==> config.mk <==
export PLATFORM = sky130hd
export DESIGN_NAME = vmem_subvec_seq
export DESIGN_NICKNAME = d
export VERILOG_FILES = /design/src/rtl/vmem_pkg.sv /design/src/rtl/vmem_lane_mask_gen.sv /design/src/rtl/vmem_subvec_seq.sv
export SDC_FILE = /design/constraint.sdc
export NUM_CORES = 1
export LEC_CHECK = 0
export CORE_ASPECT_RATIO = 0.6
export CORE_MARGIN = 4
export CORE_UTILIZATION = 47
export CTS_CLUSTER_DIAMETER = 80
export CTS_CLUSTER_SIZE = 20
export DETAILED_ROUTE_END_ITERATION = 6
export PLACE_DENSITY = 0.77
export SKIP_CTS_REPAIR_TIMING = 1
export SYNTH_ARGS = -nofsm -noshare
export SYNTH_HDL_FRONTEND = slang
export SYNTH_SLANG_ARGS = --single-unit
==> constraint.sdc <==
create_clock -name clk -period 5 [get_ports clk]
set_input_delay 0.75 -clock clk [delete_from_list [all_inputs] [get_ports clk]]
set_output_delay 0.75 -clock clk [all_outputs]
set_load 0.005 [all_outputs]
==> src/rtl/vmem_pkg.sv <==
// Shared op-field layout, access patterns and sequencer state for the vector memory subvector path.
// Pure definitions: no latency, no backpressure.
package vmem_pkg;

    localparam int NUMLANES_DEF = 8;

    localparam int OP_W       = 7;
    localparam int OP_MEMOP   = 6;
    localparam int OP_PAT_HI  = 5;
    localparam int OP_PAT_LO  = 4;
    localparam int OP_SIZE_HI = 3;
    localparam int OP_SIZE_LO = 2;
    localparam int OP_SIGNED  = 1;
    localparam int OP_WE      = 0;

    typedef enum logic [1:0] {
        PAT_UNIT    = 2'd0,
        PAT_STRIDED = 2'd1,
        PAT_INDEXED = 2'd2
    } pattern_e;

    typedef enum logic {
        ST_IDLE = 1'b0,
        ST_BUSY = 1'b1
    } state_e;

endpackage

==> src/rtl/vmem_lane_mask_gen.sv <==
// Remaining-element count to active-lane mask plus final-subvector flag.
// Purely combinational; no backpressure.
module vmem_lane_mask_gen #(
    parameter int NUMLANES = 8,
    parameter int VLWIDTH  = 8
) (
    input  logic [VLWIDTH-1:0]  rem_i,
    output logic [NUMLANES-1:0] mask_o,
    output logic                last_o
);

    always_comb begin
        mask_o = '0;
        for (int i = 0; i < NUMLANES; i++) begin
            mask_o[i] = (rem_i > VLWIDTH'(i));
        end
    end

    assign last_o = (rem_i <= VLWIDTH'(NUMLANES));

endmodule

==> src/rtl/vmem_subvec_seq.sv <==
// Splits one vector memory instruction into NUMLANES-wide subvector issues; issue is same-cycle, writeback 1 cycle later.
// stall holds all state and suppresses en; in_ready only while idle.
module vmem_subvec_seq
    import vmem_pkg::*;
#(
    parameter int NUMLANES    = NUMLANES_DEF,
    parameter int LOGMEMDEPTH = 11,
    parameter int VCWIDTH     = 32,
    parameter int VLWIDTH     = 8
) (
    input  logic                   clk,
    input  logic                   resetn,
    input  logic                   in_valid,
    output logic                   in_ready,
    input  logic [OP_W-1:0]        in_op,
    input  logic [LOGMEMDEPTH-1:0] in_base,
    input  logic [VCWIDTH-1:0]     in_stride,
    input  logic [VLWIDTH-1:0]     in_vl,
    input  logic                   stall,
    output logic                   en,
    output logic [OP_W-1:0]        op,
    output logic [LOGMEMDEPTH-1:0] address_a,
    output logic [VCWIDTH-1:0]     stride_val_a,
    output logic                   last_subvector,
    output logic [NUMLANES-1:0]    lane_mask,
    output logic                   wb_valid,
    output logic                   wb_last,
    output logic [NUMLANES-1:0]    wb_mask,
    output logic                   done
);

    localparam logic [VLWIDTH-1:0] NL_V = VLWIDTH'(NUMLANES);

    state_e                 state_q;
    logic [OP_W-1:0]        op_q;
    logic [LOGMEMDEPTH-1:0] base_q;
    logic [LOGMEMDEPTH-1:0] step_q;
    logic [LOGMEMDEPTH-1:0] step_d;
    logic [VCWIDTH-1:0]     stride_q;
    logic [VLWIDTH-1:0]     rem_q;
    logic [VLWIDTH-1:0]     k_q;
    logic                   done_q;
    logic                   wb_valid_q;
    logic                   wb_last_q;
    logic [NUMLANES-1:0]    wb_mask_q;

    logic                   busy;
    logic                   accept;
    logic                   no_work;
    logic [NUMLANES-1:0]    gen_mask;
    logic                   gen_last;

    vmem_lane_mask_gen #(
        .NUMLANES (NUMLANES),
        .VLWIDTH  (VLWIDTH)
    ) u_mask_gen (
        .rem_i  (rem_q),
        .mask_o (gen_mask),
        .last_o (gen_last)
    );

    assign busy    = (state_q == ST_BUSY);
    assign accept  = in_valid & ~busy;
    assign no_work = (in_vl == '0) | ~in_op[OP_MEMOP];

    // Per-subvector address step, truncated to the memory depth so addresses wrap.
    always_comb begin
        step_d = '0;
        case (in_op[OP_PAT_HI:OP_PAT_LO])
            PAT_UNIT:    step_d = LOGMEMDEPTH'(NUMLANES);
            PAT_STRIDED: step_d = LOGMEMDEPTH'(in_stride * VCWIDTH'(NUMLANES));
            default:     step_d = '0;
        endcase
    end

    assign in_ready       = ~busy;
    assign en             = busy & ~stall;
    assign last_subvector = en & gen_last;
    assign lane_mask      = busy ? gen_mask : '0;
    assign op             = busy ? op_q : '0;
    assign address_a      = base_q + LOGMEMDEPTH'(k_q) * step_q;
    assign stride_val_a   = stride_q;
    assign wb_valid       = wb_valid_q;
    assign wb_last        = wb_last_q;
    assign wb_mask        = wb_mask_q;
    assign done           = done_q;

    always_ff @(posedge clk) begin
        if (!resetn) begin
            state_q    <= ST_IDLE;
            op_q       <= '0;
            base_q     <= '0;
            step_q     <= '0;
            stride_q   <= '0;
            rem_q      <= '0;
            k_q        <= '0;
            done_q     <= 1'b0;
            wb_valid_q <= 1'b0;
            wb_last_q  <= 1'b0;
            wb_mask_q  <= '0;
        end else begin
            done_q     <= (accept & no_work) | (en & gen_last);
            wb_valid_q <= en & op[OP_MEMOP] & ~op[OP_WE];
            wb_last_q  <= last_subvector;
            wb_mask_q  <= lane_mask;
            if (!busy) begin
                if (accept) begin
                    op_q     <= in_op;
                    base_q   <= in_base;
                    stride_q <= in_stride;
                    step_q   <= step_d;
                    rem_q    <= in_vl;
                    k_q      <= '0;
                    if (!no_work) begin
                        state_q <= ST_BUSY;
                    end
                end
            end else if (en) begin
                rem_q <= gen_last ? '0 : rem_q - NL_V;
                k_q   <= k_q + VLWIDTH'(1);
                if (gen_last) begin
                    state_q <= ST_IDLE;
                end
            end
        end
    end

endmodule

==> impl_metrics.yaml <==
status:
  status: "completed"
sta:
  min_period_ps: 4707
  hold_viol: 0
  slew_headroom_pct: 15.78
  maxSlewViolCount: 0
  worstMarginPinSlew_ps: 1261
  rsz0062_at_grt: "false"
  fin_crit_sh_pct: 94.14
  fmax_mhz: 212.5
  finalSetupViolCount: 0
  skew_ps: 4.334
synth:
  synth_ff_type: "dfxtp_1"
  ys_types: 48
  ys_ff_latch: 86
  yosys_warnings: 0
  syn_avg_cell_area_um2: 8.120
  syn-instance-count: 541
  synth-edff-count: 0
  synth_area_um2: 4393
  yosysSeqAreaShare_pct: 39.19
  syn_nets: 640
  async_reset_ff_share_pct: 0
cts:
  cts_tree: "done"
  clock-root-buffer: "clkbuf_16"
  clk_pin_slew_worst_paths_ps: 60
  numCtsBuffers: 9
  clkLatencyLatePin_ps: 340
  cts_htree_levels: 3
  clock_sinks: 86
  cts_buffer_depth: 2
die:
  die-width_um: 132.8
  die_y_um: 82.89
  fp.coreArea_um2: 9155
  start_util_pct: 47.98
  die_area_um2: 11010
  io_pins: 134
  num_rows: 27
power:
  irDropWorstVdd_mv: 0.2506
  power_density_nw_per_um2: 291.6
  leakagePower_nw: 2.541
setup_path:
  critPathArrivalTime_ps: 3960
  cp.required_ps: 4250
  r2r_end: "k_q[5]$_SDFFE_PN0P_"
  slowest_delay_ps: 550
  setup.worst_path.end_class: "output port"
  critical_path_class: "flip-flop to output port"
  reg2reg_from: "busy$_SDFF_PN0_"
  worstPathCellList: "buf_4 > and2_1 > fa_1 > ha_1 > ha_1 > fa_1 > ha_1 > inv_1 > fa_1 > xnor2_1 > clkdlybuf4s50_1"
  r2r_setup_slack_ps: 2440
  critPathSlowestCell: "fa_1"
  cp-start-kind: "flip-flop"
  cp_max_fo: 8
  r2r_cells: 5
place:
  dp_hpwl_mm: 8.976
  post-place-cells: 778
  io_buffer_count: 133
  routabilityCongestion: 0.9209
  place_area_um2: 5793
global_route:
  gr-total-overflow: 0
  grt_pass1_wl_mm: 20.25
  grt_pass1_vias: 4031
  track_usage_pct: 22.69
  grt_max_degree: 57
  antenna_found_initial: 0
routing:
  vias: 4077
  drc: 0
  drt_iter0_drc: 251
  ant_nets: 0
  routedWlPerCell_um: 15.43
  vias_per_cell: 5.135
  routed_wl_mm: 12.25
  firstDrtPassIters: 5
final_layout:
  final_cell_count_no_fill: 794
  nNetsFinal: 758
  diodes: 0
  fin_area_um2: 6147
  synthToLayoutAreaGrowth_pct: 39.93
  drive_gt1_share_pct: 6.325
hold_path:
  min_path_type: "flip-flop to flip-flop"
  holdCritStartpoint: "stride_val_a[24]$_SDFFE_PN0P_"
  hold_depth: 2
  holdPathEnd: "stride_val_a[24]$_SDFFE_PN0P_"
run:
  drv_cap: 0
routing by layer:
metal / vias to the layer above / GRT usage, % / routed length (um)
li1: 1983 / - / -
met1: 1909 / 29.97 / 5444
met2: 171 / 33.93 / 5288
met3: 14 / 10.47 / 1393
met4: 0 / 5.283 / 126
met5: - / 0 / 0
kinds of logic after synthesis:
group	share of synthesized area, %
buf+inv	6.893
simple gates	22.16
flops	39.19
compound gates	14.55
fa+ha+maj	13.61
xor+xnor	3.589
cells in the final DEF (no fill, tap or decap), types with 3 or more instances in the layout:
| cell | synthesis | final |
|---|---|---|
| a21oi_1 | 68 | 68 |
| nand2_1 | 142 | 141 |
| o21ai_0 | 8 | 8 |
| a211oi_1 | 3 | 3 |
| inv_1 | 42 | 42 |
| clkdlybuf4s50_1 | 0 | 131 |
| xnor2_1 | 17 | 17 |
| nor3_1 | 6 | 6 |
| a22oi_1 | 9 | 9 |
| fa_1 | 18 | 18 |
| nand3_1 | 3 | 3 |
| nor2_1 | 20 | 20 |
| ha_1 | 19 | 19 |
| buf_4 | 3 | 4 |
| clkbuf_16 | 0 | 9 |
| dfxtp_1 | 86 | 81 |
| nand4_1 | 3 | 3 |
| dfxtp_2 | 0 | 4 |
| o21a_1 | 4 | 4 |
| and2_1 | 26 | 26 |
report_power, final:
part	leakage [nW]	internal [mW]	total, mW	switching [mW]
Clock	0.164	0.470	0.758	0.287
Combinational	1.67	0.149	0.281	0.132
Sequential	0.707	0.722	0.753	0.0309
Total	2.54	1.34	1.79	0.450
synthesized netlist by cell type, types with 6 or more instances:
library cell | instances | share of area [%]
a21oi_1 | 68 | 7.7
a22oi_1 | 9 | 1.5
and2_1 | 26 | 3.7
buf_2 | 8 | 0.91
clkbuf_1 | 16 | 1.4
dfxtp_1 | 86 | 39
fa_1 | 18 | 8.2
ha_1 | 19 | 5.4
inv_1 | 42 | 3.6
nand2_1 | 142 | 12
nor2_1 | 20 | 1.7
nor3_1 | 6 | 0.68
o21ai_0 | 8 | 0.91
xnor2_1 | 17 | 3.4
how the worst max path moves through the flow:
stage                   startpoint       endpoint  slack, ps  cells past startpoint
5_1_grt        k_q[0]$_SDFFE_PN0P_   address_a[8]        130                     11
2_1_floorplan  k_q[0]$_SDFFE_PN0P_  address_a[10]        730                     13
6_report       k_q[0]$_SDFFE_PN0P_   address_a[8]        290                     11
3_3_place_gp   k_q[1]$_SDFFE_PN0P_  address_a[10]        190                     13
4_1_cts        k_q[1]$_SDFFE_PN0P_  address_a[10]       -240                     15
3_5_place_dp   k_q[1]$_SDFFE_PN0P_  address_a[10]        130                     14
per-stage QoR:
| step | total power [mW] | util, % | setup TNS [ps] | setup WS (ps) | hold WS (ps) |
|---|---|---|---|---|---|
| 4_1_cts | 1.805 | 66.99 | -324.9 | -242.9 | 454.2 |
| 3_5_place_dp | 1.048 | 63.28 | 0 | 128.4 | 445.3 |
| 3_3_place_gp | 1.041 | 63.28 | 0 | 186.1 | 436.9 |
| 5_1_grt | 1.873 | 67.15 | 0 | 133.4 | 467.0 |
| 6_report | 1.792 | 67.15 | 0 | 293.2 | 456.8 |
| 2_1_floorplan | 0.8924 | - | 0 | 726.6 | 422.9 |
flip-flops by register name, summed over array words and instances, names as in the netlist:
| name | count |
|---|---|
| done | 1 |
| wb_last | 1 |
| base_q | 11 |
| busy | 1 |
| op_q | 7 |
| k_q | 8 |
| wb_valid | 1 |
| wb_mask | 8 |
| rem_q | 8 |
| step_q | 8 |
| stride_val_a | 32 |
final cells by class:
type / instances / area [um^2]
tap: 130 / 162.7
inverter: 45 / 168.9
clock inverter: 5 / 87.58
timing repair buffer: 137 / 1366
fill: 769 / 3008
clock buffer: 11 / 252.7
sequential: 86 / 1730
multi-input combinational: 380 / 2379
critical path, delay by kind of cell, from the launching register on:
| kind | cells | cell delay, ps |
|---|---|---|
| buffers and inverters | 3 | 760 |
| DFF | 1 | 350 |
| and+or+nand+nor | 1 | 170 |
| adders and majority gates | 6 | 2140 |
| xor gates and xnor gates | 1 | 190 |
(Power assumes the default switching activity.)
